===== src/rtl/castling_eval_sched_if.sv =====
// Requester, evaluator and response signals of castling_eval_sched.
// slave: the scheduler. master: the requesters plus the evaluator pair.
`ifndef BOARD_WIDTH
`define BOARD_WIDTH 64
`endif

interface castling_eval_sched_if #(
    parameter int EVAL_WIDTH = 32
);
    logic [1:0]                   req_valid;
    logic [1:0]                   req_ready;
    logic [`BOARD_WIDTH-1:0]      req0_board;
    logic [`BOARD_WIDTH-1:0]      req1_board;
    logic [3:0]                   req0_castle_mask;
    logic [3:0]                   req1_castle_mask;
    logic [3:0]                   req0_castle_mask_orig;
    logic [3:0]                   req1_castle_mask_orig;
    logic                         abort;
    logic                         ev_board_valid;
    logic [`BOARD_WIDTH-1:0]      ev_board;
    logic [3:0]                   ev_castle_mask;
    logic [3:0]                   ev_castle_mask_orig;
    logic signed [EVAL_WIDTH-1:0] ev_white_eval;
    logic signed [EVAL_WIDTH-1:0] ev_black_eval;
    logic                         ev_white_valid;
    logic                         ev_black_valid;
    logic [1:0]                   rsp_valid;
    logic signed [EVAL_WIDTH:0]   rsp_eval;
    logic                         busy;
    logic                         err_underflow;
    logic                         err_mismatch;

    modport slave (
        input  req_valid, req0_board, req1_board,
               req0_castle_mask, req1_castle_mask,
               req0_castle_mask_orig, req1_castle_mask_orig, abort,
               ev_white_eval, ev_black_eval, ev_white_valid, ev_black_valid,
        output req_ready, ev_board_valid, ev_board, ev_castle_mask, ev_castle_mask_orig,
               rsp_valid, rsp_eval, busy, err_underflow, err_mismatch
    );

    modport master (
        output req_valid, req0_board, req1_board,
               req0_castle_mask, req1_castle_mask,
               req0_castle_mask_orig, req1_castle_mask_orig, abort,
               ev_white_eval, ev_black_eval, ev_white_valid, ev_black_valid,
        input  req_ready, ev_board_valid, ev_board, ev_castle_mask, ev_castle_mask_orig,
               rsp_valid, rsp_eval, busy, err_underflow, err_mismatch
    );
endinterface


===== src/rtl/castling_eval_sched.sv =====
// Round-robin sharing of one white/black castling evaluator pair between two
// requesters; a tag FIFO routes each summed result back to its requester.
`ifndef BOARD_WIDTH
`define BOARD_WIDTH 64
`endif

module castling_eval_sched #(
    parameter int EVAL_WIDTH      = 32,
    parameter int MAX_OUTSTANDING = 8
) (
    input  logic                 clk,
    input  logic                 reset,
    castling_eval_sched_if.slave bus
);
    localparam int PTR_W = (MAX_OUTSTANDING > 1) ? $clog2(MAX_OUTSTANDING) : 1;
    localparam int CNT_W = $clog2(MAX_OUTSTANDING + 1);
    localparam logic [CNT_W-1:0] CNT_MAX  = CNT_W'(MAX_OUTSTANDING);
    localparam logic [PTR_W-1:0] PTR_LAST = PTR_W'(MAX_OUTSTANDING - 1);

    typedef enum logic [0:0] {
        ST_RUN   = 1'b0,
        ST_DRAIN = 1'b1
    } state_e;

    state_e                       state_q, state_d;
    logic                         last_grant_q, last_grant_d;
    logic [MAX_OUTSTANDING-1:0]   tag_mem_q, tag_mem_d;
    logic [PTR_W-1:0]             wr_ptr_q, wr_ptr_d;
    logic [PTR_W-1:0]             rd_ptr_q, rd_ptr_d;
    logic [CNT_W-1:0]             count_q, count_d;
    logic                         ev_board_valid_q, ev_board_valid_d;
    logic [`BOARD_WIDTH-1:0]      ev_board_q, ev_board_d;
    logic [3:0]                   ev_mask_q, ev_mask_d;
    logic [3:0]                   ev_mask_orig_q, ev_mask_orig_d;
    logic [1:0]                   rsp_valid_q, rsp_valid_d;
    logic [EVAL_WIDTH:0]          rsp_eval_q, rsp_eval_d;
    logic                         busy_q, busy_d;
    logic                         err_underflow_q, err_underflow_d;
    logic                         err_mismatch_q, err_mismatch_d;

    logic [1:0]                   grant_s;
    logic                         push_s;
    logic                         pop_s;
    logic                         pop_tag_s;

    function automatic logic [PTR_W-1:0] ptr_next(input logic [PTR_W-1:0] p);
        if (p == PTR_LAST) begin
            ptr_next = {PTR_W{1'b0}};
        end else begin
            ptr_next = p + PTR_W'(1);
        end
    endfunction

    function automatic logic [EVAL_WIDTH:0] eval_sum(input logic [EVAL_WIDTH-1:0] w,
                                                     input logic [EVAL_WIDTH-1:0] b);
        eval_sum = {w[EVAL_WIDTH-1], w} + {b[EVAL_WIDTH-1], b};
    endfunction

    // Slot check uses the registered count, so a pop never frees a slot in its own cycle.
    always_comb begin
        grant_s = 2'b00;
        if ((state_q == ST_RUN) && (count_q < CNT_MAX) && !bus.abort) begin
            case (bus.req_valid)
                2'b01:   grant_s = 2'b01;
                2'b10:   grant_s = 2'b10;
                2'b11:   grant_s = (last_grant_q == 1'b1) ? 2'b01 : 2'b10;
                default: grant_s = 2'b00;
            endcase
        end else begin
            grant_s = 2'b00;
        end
    end

    assign push_s    = grant_s != 2'b00;
    assign pop_s     = bus.ev_white_valid && (count_q != {CNT_W{1'b0}});
    assign pop_tag_s = tag_mem_q[rd_ptr_q];

    always_comb begin
        state_d          = state_q;
        last_grant_d     = last_grant_q;
        tag_mem_d        = tag_mem_q;
        wr_ptr_d         = wr_ptr_q;
        rd_ptr_d         = rd_ptr_q;
        count_d          = count_q;
        ev_board_valid_d = 1'b0;
        ev_board_d       = ev_board_q;
        ev_mask_d        = ev_mask_q;
        ev_mask_orig_d   = ev_mask_orig_q;
        rsp_valid_d      = 2'b00;
        rsp_eval_d       = rsp_eval_q;

        case (state_q)
            ST_RUN:   state_d = bus.abort ? ST_DRAIN : ST_RUN;
            ST_DRAIN: state_d = (count_q == {CNT_W{1'b0}}) ? ST_RUN : ST_DRAIN;
            default:  state_d = ST_RUN;
        endcase

        if (push_s) begin
            tag_mem_d[wr_ptr_q] = grant_s[1];
            wr_ptr_d            = ptr_next(wr_ptr_q);
            last_grant_d        = grant_s[1];
            ev_board_valid_d    = 1'b1;
            ev_board_d          = grant_s[1] ? bus.req1_board : bus.req0_board;
            ev_mask_d           = grant_s[1] ? bus.req1_castle_mask : bus.req0_castle_mask;
            ev_mask_orig_d      = grant_s[1] ? bus.req1_castle_mask_orig
                                             : bus.req0_castle_mask_orig;
        end else begin
            ev_board_valid_d    = 1'b0;
        end

        // Results popped while draining are consumed but never reported.
        if (pop_s) begin
            rd_ptr_d = ptr_next(rd_ptr_q);
            if (state_q == ST_RUN) begin
                rsp_valid_d = pop_tag_s ? 2'b10 : 2'b01;
                rsp_eval_d  = eval_sum(bus.ev_white_eval, bus.ev_black_eval);
            end else begin
                rsp_valid_d = 2'b00;
            end
        end else begin
            rd_ptr_d = rd_ptr_q;
        end

        case ({push_s, pop_s})
            2'b10:   count_d = count_q + CNT_W'(1);
            2'b01:   count_d = count_q - CNT_W'(1);
            default: count_d = count_q;
        endcase

        err_underflow_d = err_underflow_q | (bus.ev_white_valid && (count_q == {CNT_W{1'b0}}));
        err_mismatch_d  = err_mismatch_q  | (bus.ev_white_valid != bus.ev_black_valid);
        busy_d          = (state_d == ST_DRAIN) || (count_d != {CNT_W{1'b0}});
    end

    always_ff @(posedge clk or posedge reset) begin
        if (reset) begin
            state_q          <= ST_RUN;
            last_grant_q     <= 1'b1;
            tag_mem_q        <= {MAX_OUTSTANDING{1'b0}};
            wr_ptr_q         <= {PTR_W{1'b0}};
            rd_ptr_q         <= {PTR_W{1'b0}};
            count_q          <= {CNT_W{1'b0}};
            ev_board_valid_q <= 1'b0;
            ev_board_q       <= {`BOARD_WIDTH{1'b0}};
            ev_mask_q        <= 4'b0000;
            ev_mask_orig_q   <= 4'b0000;
            rsp_valid_q      <= 2'b00;
            rsp_eval_q       <= {(EVAL_WIDTH+1){1'b0}};
            busy_q           <= 1'b0;
            err_underflow_q  <= 1'b0;
            err_mismatch_q   <= 1'b0;
        end else begin
            state_q          <= state_d;
            last_grant_q     <= last_grant_d;
            tag_mem_q        <= tag_mem_d;
            wr_ptr_q         <= wr_ptr_d;
            rd_ptr_q         <= rd_ptr_d;
            count_q          <= count_d;
            ev_board_valid_q <= ev_board_valid_d;
            ev_board_q       <= ev_board_d;
            ev_mask_q        <= ev_mask_d;
            ev_mask_orig_q   <= ev_mask_orig_d;
            rsp_valid_q      <= rsp_valid_d;
            rsp_eval_q       <= rsp_eval_d;
            busy_q           <= busy_d;
            err_underflow_q  <= err_underflow_d;
            err_mismatch_q   <= err_mismatch_d;
        end
    end

    assign bus.req_ready           = grant_s;
    assign bus.ev_board_valid      = ev_board_valid_q;
    assign bus.ev_board            = ev_board_q;
    assign bus.ev_castle_mask      = ev_mask_q;
    assign bus.ev_castle_mask_orig = ev_mask_orig_q;
    assign bus.rsp_valid           = rsp_valid_q;
    assign bus.rsp_eval            = rsp_eval_q;
    assign bus.busy                = busy_q;
    assign bus.err_underflow       = err_underflow_q;
    assign bus.err_mismatch        = err_mismatch_q;
endmodule

===== src/flat_wrapper.sv =====
// flat-port wrapper written by rule: the top's interface ports become plain ports
module castling_eval_sched_flat 
#(
    parameter int EVAL_WIDTH      = 32,
    parameter int MAX_OUTSTANDING = 8
)
  (clk, reset, bus_req_valid, bus_req0_board, bus_req1_board, bus_req0_castle_mask, bus_req1_castle_mask, bus_req0_castle_mask_orig, bus_req1_castle_mask_orig, bus_abort, bus_ev_white_eval, bus_ev_black_eval, bus_ev_white_valid, bus_ev_black_valid, bus_req_ready, bus_ev_board_valid, bus_ev_board, bus_ev_castle_mask, bus_ev_castle_mask_orig, bus_rsp_valid, bus_rsp_eval, bus_busy, bus_err_underflow, bus_err_mismatch);
  castling_eval_sched_if #(.EVAL_WIDTH(EVAL_WIDTH)) bus_i ();
  input  logic clk;
  input  logic reset;
  input wire logic [$bits(bus_i.req_valid)-1:0] bus_req_valid;
  input wire logic [$bits(bus_i.req0_board)-1:0] bus_req0_board;
  input wire logic [$bits(bus_i.req1_board)-1:0] bus_req1_board;
  input wire logic [$bits(bus_i.req0_castle_mask)-1:0] bus_req0_castle_mask;
  input wire logic [$bits(bus_i.req1_castle_mask)-1:0] bus_req1_castle_mask;
  input wire logic [$bits(bus_i.req0_castle_mask_orig)-1:0] bus_req0_castle_mask_orig;
  input wire logic [$bits(bus_i.req1_castle_mask_orig)-1:0] bus_req1_castle_mask_orig;
  input wire logic [$bits(bus_i.abort)-1:0] bus_abort;
  input wire logic [$bits(bus_i.ev_white_eval)-1:0] bus_ev_white_eval;
  input wire logic [$bits(bus_i.ev_black_eval)-1:0] bus_ev_black_eval;
  input wire logic [$bits(bus_i.ev_white_valid)-1:0] bus_ev_white_valid;
  input wire logic [$bits(bus_i.ev_black_valid)-1:0] bus_ev_black_valid;
  output wire logic [$bits(bus_i.req_ready)-1:0] bus_req_ready;
  output wire logic [$bits(bus_i.ev_board_valid)-1:0] bus_ev_board_valid;
  output wire logic [$bits(bus_i.ev_board)-1:0] bus_ev_board;
  output wire logic [$bits(bus_i.ev_castle_mask)-1:0] bus_ev_castle_mask;
  output wire logic [$bits(bus_i.ev_castle_mask_orig)-1:0] bus_ev_castle_mask_orig;
  output wire logic [$bits(bus_i.rsp_valid)-1:0] bus_rsp_valid;
  output wire logic [$bits(bus_i.rsp_eval)-1:0] bus_rsp_eval;
  output wire logic [$bits(bus_i.busy)-1:0] bus_busy;
  output wire logic [$bits(bus_i.err_underflow)-1:0] bus_err_underflow;
  output wire logic [$bits(bus_i.err_mismatch)-1:0] bus_err_mismatch;
  assign bus_i.req_valid = bus_req_valid;
  assign bus_i.req0_board = bus_req0_board;
  assign bus_i.req1_board = bus_req1_board;
  assign bus_i.req0_castle_mask = bus_req0_castle_mask;
  assign bus_i.req1_castle_mask = bus_req1_castle_mask;
  assign bus_i.req0_castle_mask_orig = bus_req0_castle_mask_orig;
  assign bus_i.req1_castle_mask_orig = bus_req1_castle_mask_orig;
  assign bus_i.abort = bus_abort;
  assign bus_i.ev_white_eval = bus_ev_white_eval;
  assign bus_i.ev_black_eval = bus_ev_black_eval;
  assign bus_i.ev_white_valid = bus_ev_white_valid;
  assign bus_i.ev_black_valid = bus_ev_black_valid;
  assign bus_req_ready = bus_i.req_ready;
  assign bus_ev_board_valid = bus_i.ev_board_valid;
  assign bus_ev_board = bus_i.ev_board;
  assign bus_ev_castle_mask = bus_i.ev_castle_mask;
  assign bus_ev_castle_mask_orig = bus_i.ev_castle_mask_orig;
  assign bus_rsp_valid = bus_i.rsp_valid;
  assign bus_rsp_eval = bus_i.rsp_eval;
  assign bus_busy = bus_i.busy;
  assign bus_err_underflow = bus_i.err_underflow;
  assign bus_err_mismatch = bus_i.err_mismatch;
  castling_eval_sched #(.EVAL_WIDTH(EVAL_WIDTH), .MAX_OUTSTANDING(MAX_OUTSTANDING)) u_core (.clk(clk), .reset(reset), .bus(bus_i));
endmodule

===== config.mk =====
export PLATFORM = sky130hd
export DESIGN_NAME = castling_eval_sched_flat
export DESIGN_NICKNAME = d
export VERILOG_FILES = /design/src/rtl/castling_eval_sched_if.sv /design/src/rtl/castling_eval_sched.sv /design/src/flat_wrapper.sv
export SDC_FILE = /design/constraint.sdc
export NUM_CORES = 1
export LEC_CHECK = 0
export BUFFER_PORTS_ARGS = -buffer_cell sky130_fd_sc_hd__buf_2
export CORE_MARGIN = 4
export CORE_UTILIZATION = 50
export CTS_CLUSTER_DIAMETER = 80
export CTS_CLUSTER_SIZE = 8
export DETAILED_ROUTE_END_ITERATION = 10
export PLACE_DENSITY = 0.94
export SLEW_MARGIN = 20
export SYNTH_ARGS = -nofsm -noshare
export SYNTH_HDL_FRONTEND = slang
export SYNTH_SLANG_ARGS = --single-unit

===== constraint.sdc =====
create_clock -name clk -period 7.19 [get_ports clk]
set_input_delay 1.438 -clock clk [delete_from_list [all_inputs] [get_ports clk]]
set_output_delay 1.438 -clock clk [all_outputs]
set_load 0.02 [all_outputs]

==> impl_metrics.csv, run 1 <==
group,metric,value,unit
route,drt-total-wl,22000,µm
cts,post_cts_resized,0,
global_routing,grt_pass1_vias,7154,
route,wire_per_inst,16.3,µm
sta,relSlewSlack,0.298,
placed_design,gp_congestion,0.922,
sta,setup_viol,0,
yosys,syn_area,7220,µm²
power_and_ir_drop,leakagePower,4.94,nW
sta,hold_viol,0,
cts,clock_path_buffers,2,
sta,slew_violations,0,
yosys,syn_inst,845,
finish,seq_area,3280,µm²
outcome,run_status,"completed",
setup_path,crit_type,"input pin to primary output",
setup_path,end_kind,"primary output",
sta,fin_ws,2.27,ns
global_routing,grt_overflow,0,
job,drv_cap,0,
finish,area_growth,32.2,%
floorplanning,dieWidth,128,µm
yosys,synth.top_cell.area_share,0.451,
cts,cts-root-buf,"clkbuf_16",
yosys,syn_avg_cell_area,8.54,µm²
yosys,synth_top_area_cell,"dfrtp_1",
floorplanning,core-area,14000,µm²
yosys,synthTopCellsByCount,"nand2_1, dfrtp_1, nor2_1",
sta,fmax,203,MHz
finish,final_cells,1351,
setup_path,start_kind,"input pin",
yosys,synthArstFlopShare,1.00,
floorplanning,initial_core_util,0.516,
finish,multi_input_area,3730,µm²
sta,tightest_slew,1.05,ns
finish,fillers,1077,
route,ant_nets,0,
cts,path_clk_slew,0.06,ns
yosys,synth_flop_cell,"dfrtp_1",
route,drc,0,
setup_path,path_max_fanout,75,
yosys,synth-seq-cells,131,
global_routing,antenna_found_initial,5,
global_routing,grt_use_total,0.263,
floorplanning,die_height,128,µm
route,first_pass_iters,6,
floorplanning,rows,43,
route,routed-via-count,7395,
finish,nets,1407,
yosys,synth_edf_count,0,
power_and_ir_drop,cellPowerDensity,380,nW/µm²
placed_design,dpl.hpwl,16700,µm
yosys,synth_nets,1100,
yosys,synth.most_common_cell,"nand2_1",
yosys,ys_top_cells_by_area,"dfrtp_1, nand2_1, ha_1",
yosys,ys_seq_area_frac,0.454,
setup_path,crit_arrival,3.48,ns
placed_design,dp_cells,1313,
power_and_ir_drop,peakVddDrop,0.000198,V
route,viasPerCell,5.47,
hold_path,holdCritPathClass,"flop to flop",
cts,postCtsSetupBuffers,0,
cts,holdBufCountCts,0,
yosys,ys_types,53,
route,drt_iter0_markers,538,
placed_design,io_buffers,327,
cts,h-tree-depth,4,
finish,drive_gt1_frac,0.330,
sta,rsz0062_at_grt,"no",
placed_design,dp_slack,2.24,ns
cts,cts_tree,"yes",
cts,cts_sinks,131,
global_routing,grt_first_pass_wirelength,34700,µm
floorplanning,ios,328,
sta,min_period_over_period,0.684,
sta,setup_tns,0,ns
floorplanning,die-area,16400,µm²
sta,fin_crit,4.92,ns
global_routing,grt_max_degree,87,
sta,skew,0.0102,ns
setup_path,cp.required,5.75,ns
cts,cts_buffers,17,
yosys,yosys_warnings,0,
cts,worstSkewPairLatency,0.42,ns
-- per-layer routing --
layer,share of wire,global-route usage,vias up
li1,-,-,3541
met1,0.37,0.305,3429
met2,0.51,0.454,365
met3,0.093,0.0796,60
met4,0.031,0.110,0
met5,0,0,-
-- worst paths after layout --
check | endpoint | start | slack [ns] | depth (start not counted)
max | bus_req_ready[0] | bus_abort | 2.27 | 7
min | u_core.bus.err_underflow$_DFF_PP0_ | u_core.bus.err_underflow$_DFF_PP0_ | 0.46 | 1
max reg2reg | u_core.bus.busy$_DFF_PP0_ | u_core.state_q$_DFF_PP0_ | 3.43 | 10
min reg2reg | u_core.bus.err_underflow$_DFF_PP0_ | u_core.bus.err_underflow$_DFF_PP0_ | 0.46 | 1
max in group asynchronous | u_core.bus.ev_board[47]$_DFFE_PP0P_ | reset | 4.64 | 3
min in group asynchronous | u_core.state_q$_DFF_PP0_ | reset | 1.15 | 2
-- cells in the final DEF (no fill, tap or decap), types with 5 or more instances in the layout --
cell type   instances
nor2_1             91
clkbuf_16          17
o21ai_1             5
buf_2             327
xnor2_1            18
clkinvlp_4          5
xor2_1             16
a21o_1             17
diode_2             6
o21bai_1            5
inv_1              12
nor3_1              6
dfrtp_1           130
a31oi_1            75
nand2_1           223
a21oi_1            30
nand3_1             7
o21ai_0            54
ha_1               39
nand2b_1           12
-- worst max-delay path: stages --
cell,delay [ns]
buf_2,0.10
nor3_1,0.42
nand3_2,0.12
buf_4,0.35
inv_2,0.13
buf_4,0.60
buf_2,0.29
-- cell families after synthesis --
kind of cell	after synthesis	share of synthesized area
DFF	131	0.454
adders and majority gates	40	0.0704
buffers and inverters	57	0.0308
xor gates and xnor gates	34	0.0412
AOI/OAI and AO/OA	211	0.182
muxes	7	0.0137
and+or+nand+nor	365	0.208
-- sequential cells by signal (all words and copies together) (netlist names), 3 cells and up --
signal,cells
u_core.count_q,4
u_core.bus.ev_castle_mask_orig,4
u_core.bus.ev_castle_mask,4
u_core.rd_ptr_q,3
u_core.wr_ptr_q,3
u_core.bus.ev_board,64
u_core.bus.rsp_eval,33
u_core.tag_mem_q,8
-- power breakdown --
group / switching (mW) / total [mW] / leakage [nW] / internal, mW
combinational: 0.934 / 1.50 / 3.07 / 0.562
sequential: 0.225 / 1.31 / 1.61 / 1.08
clock: 0.339 / 0.828 / 0.263 / 0.489
total: 1.50 / 3.63 / 4.94 / 2.13
-- stage by stage --
stage	area, µm²	hold slack [ns]	power, mW	utilization
after global placement	8960	0.434	2.75	0.641
after CTS	9530	0.462	3.65	0.681
final	9540	0.458	3.63	0.682
after floorplan	7220	0.444	2.25	-
after detailed placement	8960	0.443	2.81	0.641
after global routing	9540	0.475	3.86	0.682
-- final cells by class --
| cell class | count | area share |
|---|---|---|
| clock buffer | 19 | 0.0464 |
| antenna | 6 | 0.00157 |
| multi-input combinational | 657 | 0.391 |
| sequential | 131 | 0.344 |
| inverter | 14 | 0.00577 |
| tap | 180 | 0.0236 |
| clock inverter | 13 | 0.0131 |
| timing repair buffer | 331 | 0.175 |
Power figures use the tool's default switching activity.
==> run 2, diff against run 1 <==
Settings changed: CORE_UTILIZATION 50 to 48, PLACE_DENSITY 0.94 to 0.92.
Clock period 7.19 ns to 4.7 ns, I/O delays scaled along.
==> run 2 against run 1 <==
  * First-iteration DRC count increased by 22%
  * Clock-buffer cell count grew 5
  * Hold slack worse by 0.0014 ns
==> impl_metrics.csv, run 2 (synthesis gave the netlist of run 1 again) <==
group,metric,value,unit
setup_path,reg2reg_to,"u_core.bus.busy$_DFF_PP0_",
route,wire_per_inst,16.4,µm
sta,min_period_over_period,0.762,
finish,area_growth,32.4,%
finish,finish.utilization,0.653,
power_and_ir_drop,leakagePower,4.95,nW
setup_path,reg2reg_from,"u_core.last_grant_q$_DFFE_PP1P_",
cts,cts_sinks,131,
cts,path_clk_slew,0.06,ns
global_routing,grt_first_pass_wirelength,34600,µm
placed_design,dp_slack,0.878,ns
power_and_ir_drop,cellPowerDensity,580,nW/µm²
cts,clock_path_buffers,2,
route,viasPerCell,5.43,
cts,postCtsSetupBuffers,0,
route,drt_iter0_markers,657,
outcome,run_status,"completed",
floorplanning,initial_core_util,0.493,
route,drc,0,
setup_path,rr_worst_depth,11,
floorplanning,ios,328,
global_routing,grt_overflow,0,
setup_path,start_kind,"input pin",
route,wl_met2,11100,µm
sta,setup_tns,0,ns
power_and_ir_drop,sequentialPowerShare,0.362,
placed_design,dpl.hpwl,16900,µm
power_and_ir_drop,p_int,3.28,mW
finish,nets,1409,
cts,cts_buffers,17,
floorplanning,dieWidth,131,µm
cts,h-tree-depth,4,
cts,cts-root-buf,"clkbuf_16",
finish,drive_gt1_frac,0.327,
setup_path,path_max_fanout,75,
global_routing,grt_pass1_vias,7143,
power_and_ir_drop,pwr-share-clk,0.225,
cts,post_cts_resized,0,
sta,fin_ws,1.12,ns
route,routed-via-count,7397,
hold_path,holdCritPathClass,"flop to flop",
finish,largest_reg_flops,64,
sta,hold_viol,0,
sta,tightest_slew,1.04,ns
sta,skew,0.0102,ns
setup_path,crit_type,"input pin to primary output",
power_and_ir_drop,p_switching,2.27,mW
setup_path,cp.required,3.76,ns
route,drt-total-wl,22400,µm
finish,fillers,1198,
power_and_ir_drop,peakVddDrop,0.000314,V
placed_design,gp_congestion,0.918,
setup_path,end_kind,"primary output",
route,highest_layer,"met5",
floorplanning,die-area,17100,µm²
floorplanning,core-area,14600,µm²
sta,setup_viol,0,
setup_path,crit_arrival,2.64,ns
sta,hold_ws,0.457,ns
hold_path,whs_path_depth,1,
sta,fin_crit,3.58,ns
global_routing,grt_max_degree,115,
hold_path,worstHoldEndpoint,"u_core.bus.err_underflow$_DFF_PP0_",
power_and_ir_drop,power_frac_comb,0.413,
route,wl_met1,8210,µm
route,first_pass_iters,5,
cts,holdBufCountCts,0,
sta,slew_violations,0,
global_routing,grt_use_total,0.257,
floorplanning,die_height,131,µm
cts,cts_tree,"yes",
finish,final_cell_mix,"buf_2, nand2_1, dfrtp_1",
finish,final_common_cell,"buf_2",
placed_design,io_buffers,327,
finish,fin_area,9560,µm²
setup_path,rrSetupSlack,1.42,ns
cts,worstSkewPairLatency,0.42,ns
global_routing,antenna_found_initial,10,
power_and_ir_drop,swShare,0.410,
placed_design,placed_area,8980,µm²
sta,rsz0062_at_grt,"no",
route,ant_nets,0,
sta,relSlewSlack,0.308,
route,wl_met3,2210,µm
job,drv_cap,0,
sta,fmax,279,MHz
hold_path,min_from,"u_core.bus.err_underflow$_DFF_PP0_",
floorplanning,rows,44,
[run 2: cell count changes in the layout (fill, tap and decap cells not counted)]
cell | before | now
inv_6 | 4 | 2
buf_4 | 4 | 6
or2_2 | 1 | 0
clkinvlp_4 | 5 | 1
or2_4 | 0 | 1
diode_2 | 6 | 10
clkbuf_1 | 1 | 5
inv_4 | 1 | 0
clkinv_2 | 1 | 3
clkbuf_8 | 1 | 2
[run 2: worst max-delay path by stage]
stage | to | from | cells after the start
4_1_cts | bus_req_ready[0] | bus_abort | 6
2_1_floorplan | u_core.bus.busy$_DFF_PP0_ | reset | 1
5_1_grt | bus_req_ready[0] | bus_abort | 6
3_3_place_gp | u_core.bus.busy$_DFF_PP0_ | bus_abort | 12
6_report | bus_req_ready[0] | bus_abort | 6
3_5_place_dp | u_core.bus.busy$_DFF_PP0_ | bus_abort | 12
[run 2: area by class of cell]
cell class	count	area, µm²	area share
Clock buffer	24	472	0.0493
Clock inverter	8	78.8	0.00824
Tap cell	184	230	0.0241
Sequential cell	131	3280	0.343
Timing Repair Buffer	333	1680	0.176
Antenna cell	10	25.0	0.00262
Inverter	14	57.6	0.00602
Multi-Input combinational cell	657	3740	0.391
[run 2: per-layer routing]
metal	vias to the layer above	track usage
met5	-	0
met2	368	0.422
li1	3553	-
met1	3409	0.301
met3	63	0.0886
met4	4	0.128
[run 2: critical path: stages]
cell and delay, ns:
buf_2 0.11, nor3_1 0.43, nand3_2 0.17, inv_2 0.08, buf_4 0.58, buf_2 0.29
[run 2: power groups by stage]
stage                     Combinational (mW)  Sequential [mW]  Clock (mW)
after detailed placement                2.31             1.99           0
final                                   2.29             2.01        1.25
after floorplan                        0.944             2.49           0
after CTS                               2.30             2.00        1.26
after global routing                    2.53             2.07        1.31
after global placement                  2.22             1.98           0
[run 2: through the flow]
stage | cells | total power, mW
2_1_floorplan | 845 | 3.44
3_3_place_gp | 1319 | 4.20
3_5_place_dp | 1319 | 4.30
4_1_cts | 1351 | 5.57
5_1_grt | 1360 | 5.92
6_report | 1361 | 5.55
